===== config.mk =====
export PLATFORM = sky130hd
export DESIGN_NAME = fwd_hazard_unit
export DESIGN_NICKNAME = d
export VERILOG_FILES = /design/src/rtl/fwd_hazard_unit_pkg.sv /design/src/rtl/fwd_select.sv /design/src/rtl/fwd_hazard_unit.sv
export SDC_FILE = /design/constraint.sdc
export NUM_CORES = 1
export LEC_CHECK = 0
export BUFFER_PORTS_ARGS = -buffer_cell sky130_fd_sc_hd__buf_2
export CORE_MARGIN = 1.5
export CORE_UTILIZATION = 45
export CTS_CLUSTER_SIZE = 12
export DETAILED_ROUTE_END_ITERATION = 16
export GPL_TIMING_DRIVEN = 0
export PLACE_DENSITY = 0.83
export SYNTH_ARGS = -nofsm -noshare
export SYNTH_HDL_FRONTEND = slang
export SYNTH_SLANG_ARGS = --single-unit

===== constraint.sdc =====
create_clock -name Clk -period 5 [get_ports Clk]
set_input_delay 0.75 -clock Clk [delete_from_list [all_inputs] [get_ports Clk]]
set_output_delay 0.75 -clock Clk [all_outputs]
set_load 0.02 [all_outputs]

===== src/rtl/fwd_hazard_unit_pkg.sv =====
// Shared pipeline constants for operand forwarding and load-use detection.
package fwd_hazard_unit_pkg;

  // Register-number width of the five-stage pipeline.
  localparam int REG_W = 5;

  // Select codes for the 3x1 operand-forwarding muxes in EX.
  typedef logic [1:0] fwd_sel_t;

  localparam fwd_sel_t FWD_RF  = 2'b00;  // register-file read data
  localparam fwd_sel_t FWD_MEM = 2'b01;  // ALU result now in MEM
  localparam fwd_sel_t FWD_WB  = 2'b10;  // write data now in WB

  // $0 is hard-wired to zero and never produces a value worth forwarding.
  localparam logic [REG_W-1:0] REG_ZERO = 5'd0;

endpackage : fwd_hazard_unit_pkg


===== src/rtl/fwd_select.sv =====
// Single-operand forwarding comparator: picks MEM, WB or the register file
// for one EX source register. MEM is checked first because it holds the
// younger value when both stages write the same register.
module fwd_select
  import fwd_hazard_unit_pkg::*;
#(
  parameter int SEL_REG_W = fwd_hazard_unit_pkg::REG_W
) (
  input  logic [SEL_REG_W-1:0] src,
  input  logic [SEL_REG_W-1:0] mem_dest,
  input  logic                 mem_reg_write,
  input  logic [SEL_REG_W-1:0] wb_dest,
  input  logic                 wb_reg_write,
  output fwd_sel_t             sel
);

  logic mem_hit;
  logic wb_hit;

  // A stage whose destination is $0 behaves as a non-writing stage.
  always_comb begin
    mem_hit = mem_reg_write && (mem_dest != '0) && (mem_dest == src);
    wb_hit  = wb_reg_write  && (wb_dest  != '0) && (wb_dest  == src);
  end

  // Priority select: MEM over WB over register file; 11 is never produced.
  always_comb begin
    sel = FWD_RF;
    if (mem_hit) begin
      sel = FWD_MEM;
    end else if (wb_hit) begin
      sel = FWD_WB;
    end
  end

endmodule : fwd_select


===== src/rtl/fwd_hazard_unit.sv =====
// Data-hazard control for the five-stage pipeline: tracks the EX write
// destination through MEM and WB, drives the EX operand-forwarding selects,
// and raises a one-cycle load-use stall. No FSM is needed for the stall:
// once the load moves to MEM and a bubble sits in EX, the request drops.
module fwd_hazard_unit
  import fwd_hazard_unit_pkg::*;
#(
  parameter int REG_W = fwd_hazard_unit_pkg::REG_W,
  parameter int CNT_W = 16
) (
  input  logic             Clk,
  input  logic             Reset_n,
  input  logic             Freeze,
  input  logic [REG_W-1:0] IDRs,
  input  logic [REG_W-1:0] IDRt,
  input  logic             IDUsesRs,
  input  logic             IDUsesRt,
  input  logic [REG_W-1:0] EXRs,
  input  logic [REG_W-1:0] EXRt,
  input  logic [REG_W-1:0] EXDest,
  input  logic             EXRegWrite,
  input  logic             EXMemRead,
  input  logic             Flush,
  output fwd_sel_t         ForwardA,
  output fwd_sel_t         ForwardB,
  output logic             Stall,
  output logic [REG_W-1:0] MEMDest,
  output logic [REG_W-1:0] WBDest,
  output logic             MEMRegWrite,
  output logic             WBRegWrite,
  output logic [CNT_W-1:0] StallCount
);

  // Tracking registers. Whether the MEM instruction is a load is not kept:
  // no output depends on it, since a MEM-stage load match still selects 01.
  logic [REG_W-1:0] mem_dest_q,      mem_dest_d;
  logic             mem_reg_write_q, mem_reg_write_d;
  logic [REG_W-1:0] wb_dest_q,       wb_dest_d;
  logic             wb_reg_write_q,  wb_reg_write_d;
  logic [CNT_W-1:0] stall_count_q,   stall_count_d;

  logic ex_is_load;
  logic id_rs_dep;
  logic id_rt_dep;
  logic stall;

  // Operand A and B comparators share the same tracked MEM/WB state.
  fwd_select #(
    .SEL_REG_W     (REG_W)
  ) u_fwd_a (
    .src           (EXRs),
    .mem_dest      (mem_dest_q),
    .mem_reg_write (mem_reg_write_q),
    .wb_dest       (wb_dest_q),
    .wb_reg_write  (wb_reg_write_q),
    .sel           (ForwardA)
  );

  fwd_select #(
    .SEL_REG_W     (REG_W)
  ) u_fwd_b (
    .src           (EXRt),
    .mem_dest      (mem_dest_q),
    .mem_reg_write (mem_reg_write_q),
    .wb_dest       (wb_dest_q),
    .wb_reg_write  (wb_reg_write_q),
    .sel           (ForwardB)
  );

  // Load-use detection; a flushed ID instruction never stalls.
  always_comb begin
    ex_is_load = EXMemRead && EXRegWrite && (EXDest != '0);
    id_rs_dep  = IDUsesRs && (IDRs == EXDest);
    id_rt_dep  = IDUsesRt && (IDRt == EXDest);
    stall      = ex_is_load && (id_rs_dep || id_rt_dep) && !Flush;
  end

  // Next-state for tracking registers and the saturating stall counter;
  // Freeze holds everything.
  always_comb begin
    mem_dest_d      = mem_dest_q;
    mem_reg_write_d = mem_reg_write_q;
    wb_dest_d       = wb_dest_q;
    wb_reg_write_d  = wb_reg_write_q;
    stall_count_d   = stall_count_q;
    if (!Freeze) begin
      mem_dest_d      = EXDest;
      mem_reg_write_d = EXRegWrite;
      wb_dest_d       = mem_dest_q;
      wb_reg_write_d  = mem_reg_write_q;
      if (stall && (stall_count_q != '1)) begin
        stall_count_d = stall_count_q + 1'b1;
      end
    end
  end

  // State register; reset discards every in-flight destination.
  always_ff @(posedge Clk or negedge Reset_n) begin
    if (!Reset_n) begin
      mem_dest_q      <= '0;
      mem_reg_write_q <= 1'b0;
      wb_dest_q       <= '0;
      wb_reg_write_q  <= 1'b0;
      stall_count_q   <= '0;
    end else begin
      mem_dest_q      <= mem_dest_d;
      mem_reg_write_q <= mem_reg_write_d;
      wb_dest_q       <= wb_dest_d;
      wb_reg_write_q  <= wb_reg_write_d;
      stall_count_q   <= stall_count_d;
    end
  end

  // Output wiring of tracked state.
  always_comb begin
    Stall       = stall;
    MEMDest     = mem_dest_q;
    MEMRegWrite = mem_reg_write_q;
    WBDest      = wb_dest_q;
    WBRegWrite  = wb_reg_write_q;
    StallCount  = stall_count_q;
  end

endmodule : fwd_hazard_unit


# Word-level counts from Yosys, hierarchy flattened
# Index checks and enable logic that the tools add are counted.
# word_totals
ff_bits,28
output_inout_bits,33
# op_classes
n_addsub,1
n_eq_ne,7
muxes,4
bitwise,1
reduce_logical,19
# ops
cell,count
5-bit equality test,6
"16-bit by 1-bit adder with 16-bit output, second input constant",1
"16-bit inequality test, second input constant",1
5-bit nonzero test,3
1-bit logical AND,13
2-bit 2-to-1 mux,4
2-bit AND reduction,1
1-bit logical NOT,1
1-bit logical OR,1
1-bit inverter,1

# Logic depth before layout (Yosys ltp)
# Gate-level depths: netlist of the first run.
# depth
word_depth,7
mapped_depth,7
ltp_nobuf,6

# Modules after synthesis
# Synthesis of the first run repeated with hierarchy kept, for this count alone.
# hier_totals
cells_unflattened,161
area_unflattened_um2,1706.6
# modules_own_cells
mod,instances,cells_each,area_each_um2,seq_area_each_um2
fwd_hazard_unit,1,119,1388.8,700.7
fwd_select,2,21,158.9,0.0

# Worst setup path after synthesis of the first run
# Ideal clock, no wire load.
# synth_timing
path_kind,input-to-output
from,in EXRs[4]
to,out ForwardA[1]
arrival_ns,2.021
required_time_ns,4.250
setup_slack_ns,2.229
path_stages,3
path_cell_list,xor2_1 -> or4_1 -> nor4_1
# synth_via
elab_chain_cells,4
# synth_rtl
element,line,rtl
"start, declared",fwd_hazard_unit.sv:18,"input logic [REG_W-1:0] EXRs,"
5-bit equality test,fwd_select.sv:23,wb_hit = wb_reg_write && (wb_dest != '0) && (wb_dest == src);
1-bit logical AND,fwd_select.sv:23,
2-bit 2-to-1 mux,fwd_select.sv:31,end else if (wb_hit) begin
2-bit 2-to-1 mux (*),fwd_select.sv:29,if (mem_hit) begin
"end, declared",fwd_hazard_unit.sv:24,"output fwd_sel_t ForwardA,"
# Mark *: on every way between the ends. The rest lies on a longest branch, timed or not.

# Worst setup path after layout of the first run
# layout_timing
from,in EXDest[2]
to,out Stall
# layout_via
elab_chain_cells,5
# layout_rtl
element,line,rtl
"start, declared",fwd_hazard_unit.sv:20,"input logic [REG_W-1:0] EXDest,"
"5-bit equality test, on equally long branches","fwd_hazard_unit.sv:73, fwd_hazard_unit.sv:74",
"1-bit logical AND, on equally long branches","fwd_hazard_unit.sv:73, fwd_hazard_unit.sv:74",
1-bit logical OR,fwd_hazard_unit.sv:75,stall = ex_is_load && (id_rs_dep || id_rt_dep) && !Flush;
1-bit logical AND (*) (2 in series),fwd_hazard_unit.sv:75,
"end, declared",fwd_hazard_unit.sv:26,"output logic Stall,"
# Marks and branches as above.

==> flow_metrics.tcl, run 1 <==
set metrics [dict create \
    outcome "complete, no violations" \
    timing.reg2reg.worst_path_depth 5 \
    route.antenna.remaining_nets 0 \
    timing.critical_path.from "EXDest[2]" \
    r2r_slack_ps 3110 \
    highest_count_cells_in_the_layout_ignoring_fill_and_taps "66 x sky130_fd_sc_hd__buf_2, 30 x sky130_fd_sc_hd__xnor2_1, 28 x sky130_fd_sc_hd__dfrtp_1, 14 x sky130_fd_sc_hd__xor2_1" \
    fin_tns_setup_ps 0 \
    cts_hold_buf 0 \
    post-route-util_pct 58.2 \
    global_route.usage.total_pct 18.3 \
    vdd_drop_max_mv 0.0808 \
    synthesis.area_um2 1690 \
    synth_nets 191 \
    pin_count_of_the_biggest_net_entering_global_routing 29 \
    cts_resized 0 \
    groute.layer.met2.usage_pct 29.9 \
    cp_data_arrival_time_ps 2100 \
    dpl.hpwl_um 2790 \
    yosys_warnings 0 \
    cp.required_ps 4250 \
    global_route.usage.met3_pct 2.46 \
    synth_top_area_share_pct 41.5 \
    yosysSeqAreaShare_pct 41.5 \
    std_cell_rows 22 \
    antenna_found_initial 0 \
    drt_pass1_iterations 4 \
    timing.slew.headroom_pct 59.1 \
    n_fill_cell 325 \
    grt.busiest_layer "met2" \
    yosys.cell_types.count 33 \
    seqCellArea_um2 701 \
    drive_above_1_share_pct 39.6 \
    clk_sinks 28 \
    finalSetupViolations 0 \
    core_um2 3630 \
    synth_top_flop_cell "sky130_fd_sc_hd__dfrtp_1" \
    clkTransAtPathRegs_ps 90 \
    layout.cells.most_common "sky130_fd_sc_hd__buf_2" \
    worst_r2r_startpoint "StallCount[6]" \
    fin_skew_ps 1.42 \
    cts_max_level 1 \
    timing_worst_setup_path_type "in2out" \
    post_synth.cell_area_avg_um2 10.8 \
    tritoncts_buffer_count 3 \
    drt_wl_total_um 3590 \
    clock_tree.root_cell "sky130_fd_sc_hd__clkbuf_8" \
    num_io_pins 66 \
    slew_violations 0 \
    grt_pass1_vias 1369 \
    finalWeightedCongestion 0.807 \
    area_delta_synth_final_pct 25.3 \
    effective_utilization_at_floorplan_pct 46.5 \
    overflow 0 \
    final_period_minus_worst_setup_slack_ps 2850 \
    timing.final.hold_violations 0 \
    cts_max_path_bufs 2 \
    synth.top_cells.by_area "sky130_fd_sc_hd__dfrtp_1 42%, sky130_fd_sc_hd__xnor2_1 16%, sky130_fd_sc_hd__mux2_2 8.0%, sky130_fd_sc_hd__xor2_1 7.3%, sky130_fd_sc_hd__nand3_1 3.6%" \
    post-cts-setup-buffers 0 \
    worst_setup_ep_type "output port" \
    remaining_drc_errors 0 \
    timing_worst_slew_pin_value_ps 614 \
    ys_async_sr_fraction_pct 100 \
    setup_repair_after_global_routing_missed_its_margin "no" \
    synthesis.instances 157 \
    netlist.top_cell.by_area "sky130_fd_sc_hd__dfrtp_1" \
    synth-seq-cells 28 \
    fp.dieH_um 64.2 \
    number_of_synthesized_flops_with_an_enable_pin 0 \
    wire_length_of_the_first_global_routing_pass_um 6090 \
    floorplan.die.width_um 64.2 \
    route.vias.total 1432 \
    crit_path_end "Stall" \
    placement.io_buffers 65 \
    r2r-end "StallCount[1]" \
    globalRouteMet1Util_pct 24.9 \
    finish.net_count 261 \
    die_area_um2 4130 \
    wl_per_cell_um 13.1 \
    cts_tree "yes" \
    drv_cap 0 \
    detailedRoute.firstIterationViolations 49 \
    leakagePower_nw 0.976 \
    power.density_nw_per_um2 235 \
    clk_latency_ps 270 \
    multiInputGateArea_um2 945 \
    setup.worst_path.start_class "primary input" \
    holdCritPathClass "in2async" \
    num_antenna_cells 0 \
    maxClockFrequency_mhz 351 \
    layout_worst_path_cycle_share_pct 57.0 \
    worst-path-max-fanout 10 \
    post_detailed_route_via_to_cell_ratio 5.25 \
]
==> power by group <==
group | leakage (nW) | switching [mW] | internal [mW] | total [mW]
sequential | 0.364 | 0.0228 | 0.240 | 0.263
clock | 0.0216 | 0.0648 | 0.0540 | 0.119
combinational | 0.591 | 0.0602 | 0.0543 | 0.115
==> logic make-up (layout without fill, tap and decap cells) <==
logic type                 count (synthesis)  count (layout)  synth area share, %
buffers and inverters                      7              75                 2.52
adders and majority gates                  1               1                0.741
xor gates and xnor gates                  44              44                 22.8
muxes                                     14              14                 9.56
DFF                                       28              28                 41.5
AOI/OAI and AO/OA                          4               4                 2.30
and+or+nand+nor                           59              59                 20.5
==> worst min path at each step <==
stage          slack, ps              to      startpoint  depth (start not counted)
2_1_floorplan        450      MEMDest[0]         Reset_n                          0
3_3_place_gp         490  StallCount[13]  StallCount[13]                          1
3_5_place_dp         490  StallCount[13]  StallCount[13]                          1
4_1_cts              500  StallCount[13]         Reset_n                          1
5_1_grt              520  StallCount[13]         Reset_n                          1
6_report             480  StallCount[11]         Reset_n                          1
==> Yosys cell counts (2+ instances only) <==
| master | instances |
|---|---|
| sky130_fd_sc_hd__mux2_2 | 12 |
| sky130_fd_sc_hd__nand4_1 | 9 |
| sky130_fd_sc_hd__and3_1 | 2 |
| sky130_fd_sc_hd__xnor2_1 | 30 |
| sky130_fd_sc_hd__nand4b_1 | 3 |
| sky130_fd_sc_hd__or4_1 | 5 |
| sky130_fd_sc_hd__nand3_1 | 12 |
| sky130_fd_sc_hd__nor4_1 | 7 |
| sky130_fd_sc_hd__nor2_1 | 6 |
| sky130_fd_sc_hd__nand2_1 | 7 |
| sky130_fd_sc_hd__buf_4 | 2 |
| sky130_fd_sc_hd__xor2_1 | 14 |
| sky130_fd_sc_hd__dfrtp_1 | 28 |
==> cell type report <==
type	count	share of cell area [%]
timing repair buffer	65	15.4
clock buffer	3	1.95
multi-input combinational	122	44.7
buffer	6	1.83
inverter	1	0.178
tap	48	2.84
sequential	28	33.1
==> state kept, by name, summed over array words and instances, names as in the netlist <==
signal       cells
StallCount      16
MEMDest          5
WBDest           5
MEMRegWrite      1
WBRegWrite       1
==> layer usage <==
layer / share of wire [%] / vias to the layer above / wire length [um]
li1: - / 700 / -
met1: 46 / 688 / 1660
met2: 49 / 37 / 1750
met3: 3.3 / 7 / 120
met4: 1.5 / 0 / 54
met5: 0 / - / 0
==> through the flow <==
step	hold WS (ps)	worst slack, ps	instance area [um^2]	instances	power [mW]
floorplan	454	2230	1690	157	0.332
global placement	487	2140	2070	270	0.379
detailed placement	491	2150	2070	270	0.382
CTS	499	2160	2110	273	0.497
global route	525	2020	2110	273	0.522
finish	483	2150	2110	273	0.496
==> critical path, cell delays in order <==
cell	delay (ps)
sky130_fd_sc_hd__buf_2	130
sky130_fd_sc_hd__xnor2_1	160
sky130_fd_sc_hd__nand4_1	170
sky130_fd_sc_hd__o22ai_4	300
sky130_fd_sc_hd__buf_2	260
sky130_fd_sc_hd__nor2b_1	160
sky130_fd_sc_hd__buf_2	170
No activity file was read; power rests on OpenSTA's default activity.
==> run 2: changes to the inputs <==
Settings changed: ABC_AREA from default to 1, PLACE_DENSITY 0.83 to 0.84.
Clock period 5 ns to 2.4 ns, I/O delays scaled along.
==> run 2 against run 1 <==
  * Synthesized area rose by 12%
  * Final area rose by 9.9%
  * Critical endpoint is now ForwardA[0]
  * Count of clock-buffer cells in the layout did not move
  * Non-clock buffer count did not move
  * First-iteration DRC count rose to 2.8 times the previous value
  * Via count rose by 31%
  * Critical path type is now reg2out
  * Register-to-register slack got worse by 2400 ps
  * Sequential power rose by 100%
  * Clock power rose by 100%
  * Critical path depth fell by 1
  * Power rose by 100%
==> flow_metrics.tcl, run 2 <==
set metrics [dict create \
    timing.reg2reg.worst_path_depth 8 \
    synth_nets 304 \
    clock_tree.root_cell "sky130_fd_sc_hd__clkbuf_8" \
    post-cts-setup-buffers 0 \
    timing.critical_path.slowest_stage_cell "sky130_fd_sc_hd__dfrtp_1" \
    worst_r2r_startpoint "StallCount[0]" \
    die_area_um2 4610 \
    cp.required_ps 2040 \
    timing.final.hold_violations 0 \
    grt.busiest_layer "met2" \
    std_cell_rows 23 \
    yosys.cell_types.count 23 \
    layout_worst_path_cycle_share_pct 86.7 \
    worst-path-max-fanout 5 \
    synth_top_area_share_pct 37.0 \
    synthesis.instances 270 \
    core_um2 4030 \
    leakagePower_nw 1.34 \
    cts_max_level 1 \
    dpl.hpwl_um 3530 \
    number_of_synthesized_flops_with_an_enable_pin 0 \
    setup.worst_path.start_class "flip-flop" \
    r2r_slack_ps 660 \
    power.density_nw_per_um2 429 \
    area_delta_synth_final_pct 22.7 \
    final_area_um2 2320 \
    largest_register_ff_count 16 \
    post_synth.cell_area_avg_um2 7.02 \
    synthesis.area_um2 1890 \
    yosysSeqAreaShare_pct 37.0 \
    post-place-cells 385 \
    multiInputGateArea_um2 1040 \
    drv_cap 0 \
    finish.net_count 374 \
    cts_max_path_bufs 2 \
    path_cells "inv_1 -> nand3_1 -> o21ai_0 -> nor4_1 -> buf_4 -> buf_2" \
    slew_violations 0 \
    clk_latency_ps 260 \
    global_route.usage.total_pct 20.6 \
    netlist.top_cell.by_area "sky130_fd_sc_hd__dfrtp_1" \
    r2r-end "StallCount[9]" \
    synth_top_flop_cell "sky130_fd_sc_hd__dfrtp_1" \
    cts_resized 0 \
    holdCritPathClass "in2async" \
    post_detailed_route_via_to_cell_ratio 4.84 \
    stdcell_count 388 \
    antenna_found_initial 0 \
    drt_pass1_iterations 4 \
    drive_above_1_share_pct 23.7 \
    route.antenna.remaining_nets 0 \
    worst_setup_ep_type "output port" \
    cts_tree "yes" \
    fin_skew_ps 3.92 \
    num_io_pins 66 \
    synth_common_cells "104 x sky130_fd_sc_hd__nand2_1, 28 x sky130_fd_sc_hd__dfrtp_1, 27 x sky130_fd_sc_hd__inv_1" \
    seqCellArea_um2 701 \
    remaining_drc_errors 0 \
    cts_hold_buf 0 \
    timing_worst_slew_pin_value_ps 609 \
    placement.io_buffers 65 \
    critPathMaxStageDelay_ps 490 \
    outcome "complete, no violations" \
    maxClockFrequency_mhz 481 \
    ys_async_sr_fraction_pct 100 \
    timing_worst_setup_path_type "reg2out" \
    dpl_cell_area_um2 2280 \
    synth.top_cells.by_area "sky130_fd_sc_hd__dfrtp_1 37%, sky130_fd_sc_hd__nand2_1 21%, sky130_fd_sc_hd__xnor2_1 7.9%, sky130_fd_sc_hd__xor2_1 7.4%, sky130_fd_sc_hd__inv_1 5.4%" \
    finalWeightedCongestion 0.876 \
    grt_pass1_vias 1666 \
    layout.cells.most_common "sky130_fd_sc_hd__nand2_1" \
    tritoncts_buffer_count 3 \
    wire_length_of_the_first_global_routing_pass_um 7290 \
    drt_wl_total_um 4380 \
    timing.critical_path.max_delay_family "flip-flops" \
    route.vias.total 1877 \
    fin_tns_setup_ps 0 \
    globalRouteMet1Util_pct 28.3 \
    overflow 0 \
    floorplan.die.width_um 67.9 \
    finalSetupViolations 0 \
    detailedRoute.firstIterationViolations 135 \
    timing.slew.headroom_pct 59.4 \
    groute.layer.met2.usage_pct 35.0 \
    clkTransAtPathRegs_ps 90 \
    cp_data_arrival_time_ps 1720 \
    setup_repair_after_global_routing_missed_its_margin "no" \
    most_frequently_used_cell_type_in_the_post_synthesis_netlist "sky130_fd_sc_hd__nand2_1" \
    effective_utilization_at_floorplan_pct 47.0 \
    num_antenna_cells 0 \
    clk_sinks 28 \
    highest_count_cells_in_the_layout_ignoring_fill_and_taps "104 x sky130_fd_sc_hd__nand2_1, 65 x sky130_fd_sc_hd__buf_2, 28 x sky130_fd_sc_hd__dfrtp_1, 27 x sky130_fd_sc_hd__inv_1, 22 x sky130_fd_sc_hd__nor2_1" \
    vdd_drop_max_mv 0.152 \
    global_route.usage.met3_pct 2.47 \
    cp_num_buf_inv 3 \
    pin_count_of_the_biggest_net_entering_global_routing 29 \
    fp.dieH_um 67.9 \
    wl_per_cell_um 11.3 \
    synth-seq-cells 28 \
    final_period_minus_worst_setup_slack_ps 2080 \
    yosys_warnings 0 \
    n_fill_cell 383 \
]
run 2: worst max-delay path by stage:
stage,startpoint,end,slack [ps],cells past startpoint
finish,MEMDest[3],ForwardA[0],320,6
global route,MEMDest[2],ForwardA[0],150,6
CTS,MEMDest[3],ForwardA[0],360,6
detailed placement,MEMDest[3],ForwardA[0],660,6
global placement,MEMDest[2],ForwardA[0],680,6
floorplan,WBDest[0],ForwardB[1],610,4
run 2: area by class of cell:
| class | count | area share, % |
|---|---|---|
| buffer | 6 | 1.78 |
| sequential | 28 | 30.2 |
| tap | 50 | 2.69 |
| timing repair buffer | 65 | 14.0 |
| inverter | 30 | 4.85 |
| clock buffer | 3 | 1.78 |
| multi-input combinational | 206 | 44.7 |
run 2: stage by stage:
step	total power, mW	setup slack (ps)	hold slack (ps)	util [%]
2_1_floorplan	0.668	614	64.4	-
3_3_place_gp	0.758	678	398	56.6
3_5_place_dp	0.766	660	401	56.6
4_1_cts	1.00	363	111	57.7
5_1_grt	1.06	154	138	57.7
6_report	0.996	320	95.1	57.7
run 2: cells by family (layout without fill, tap and decap cells):
group,Yosys count,in the layout,share of synthesized area (%)
and+or+nand+nor,157,157,35.0
adders and majority gates,1,1,0.660
DFF,28,28,37.0
buffers and inverters,36,104,8.12
AOI/OAI and AO/OA,15,15,3.96
xor gates and xnor gates,33,33,15.3
run 2: worst register-to-register path: cells and delay by family (launching register included):
kind          cells  cell delay (ps)
fa+ha+maj         1              230
flops             1              420
buf+inv           1              230
simple gates      6              750
run 2: layer usage:
layer / vias to the layer above / part of all wire (%)
met5: - / 0
met4: 0 / 0.62
met3: 2 / 3.9
met2: 38 / 49
met1: 866 / 47
li1: 971 / -
run 2: where the power goes:
part	leakage (nW)	switching [mW]	internal (mW)	total, mW
Combinational	0.949	0.134	0.0916	0.226
Clock	0.0216	0.127	0.112	0.239
Sequential	0.371	0.0361	0.495	0.531
Total	1.34	0.298	0.699	0.996
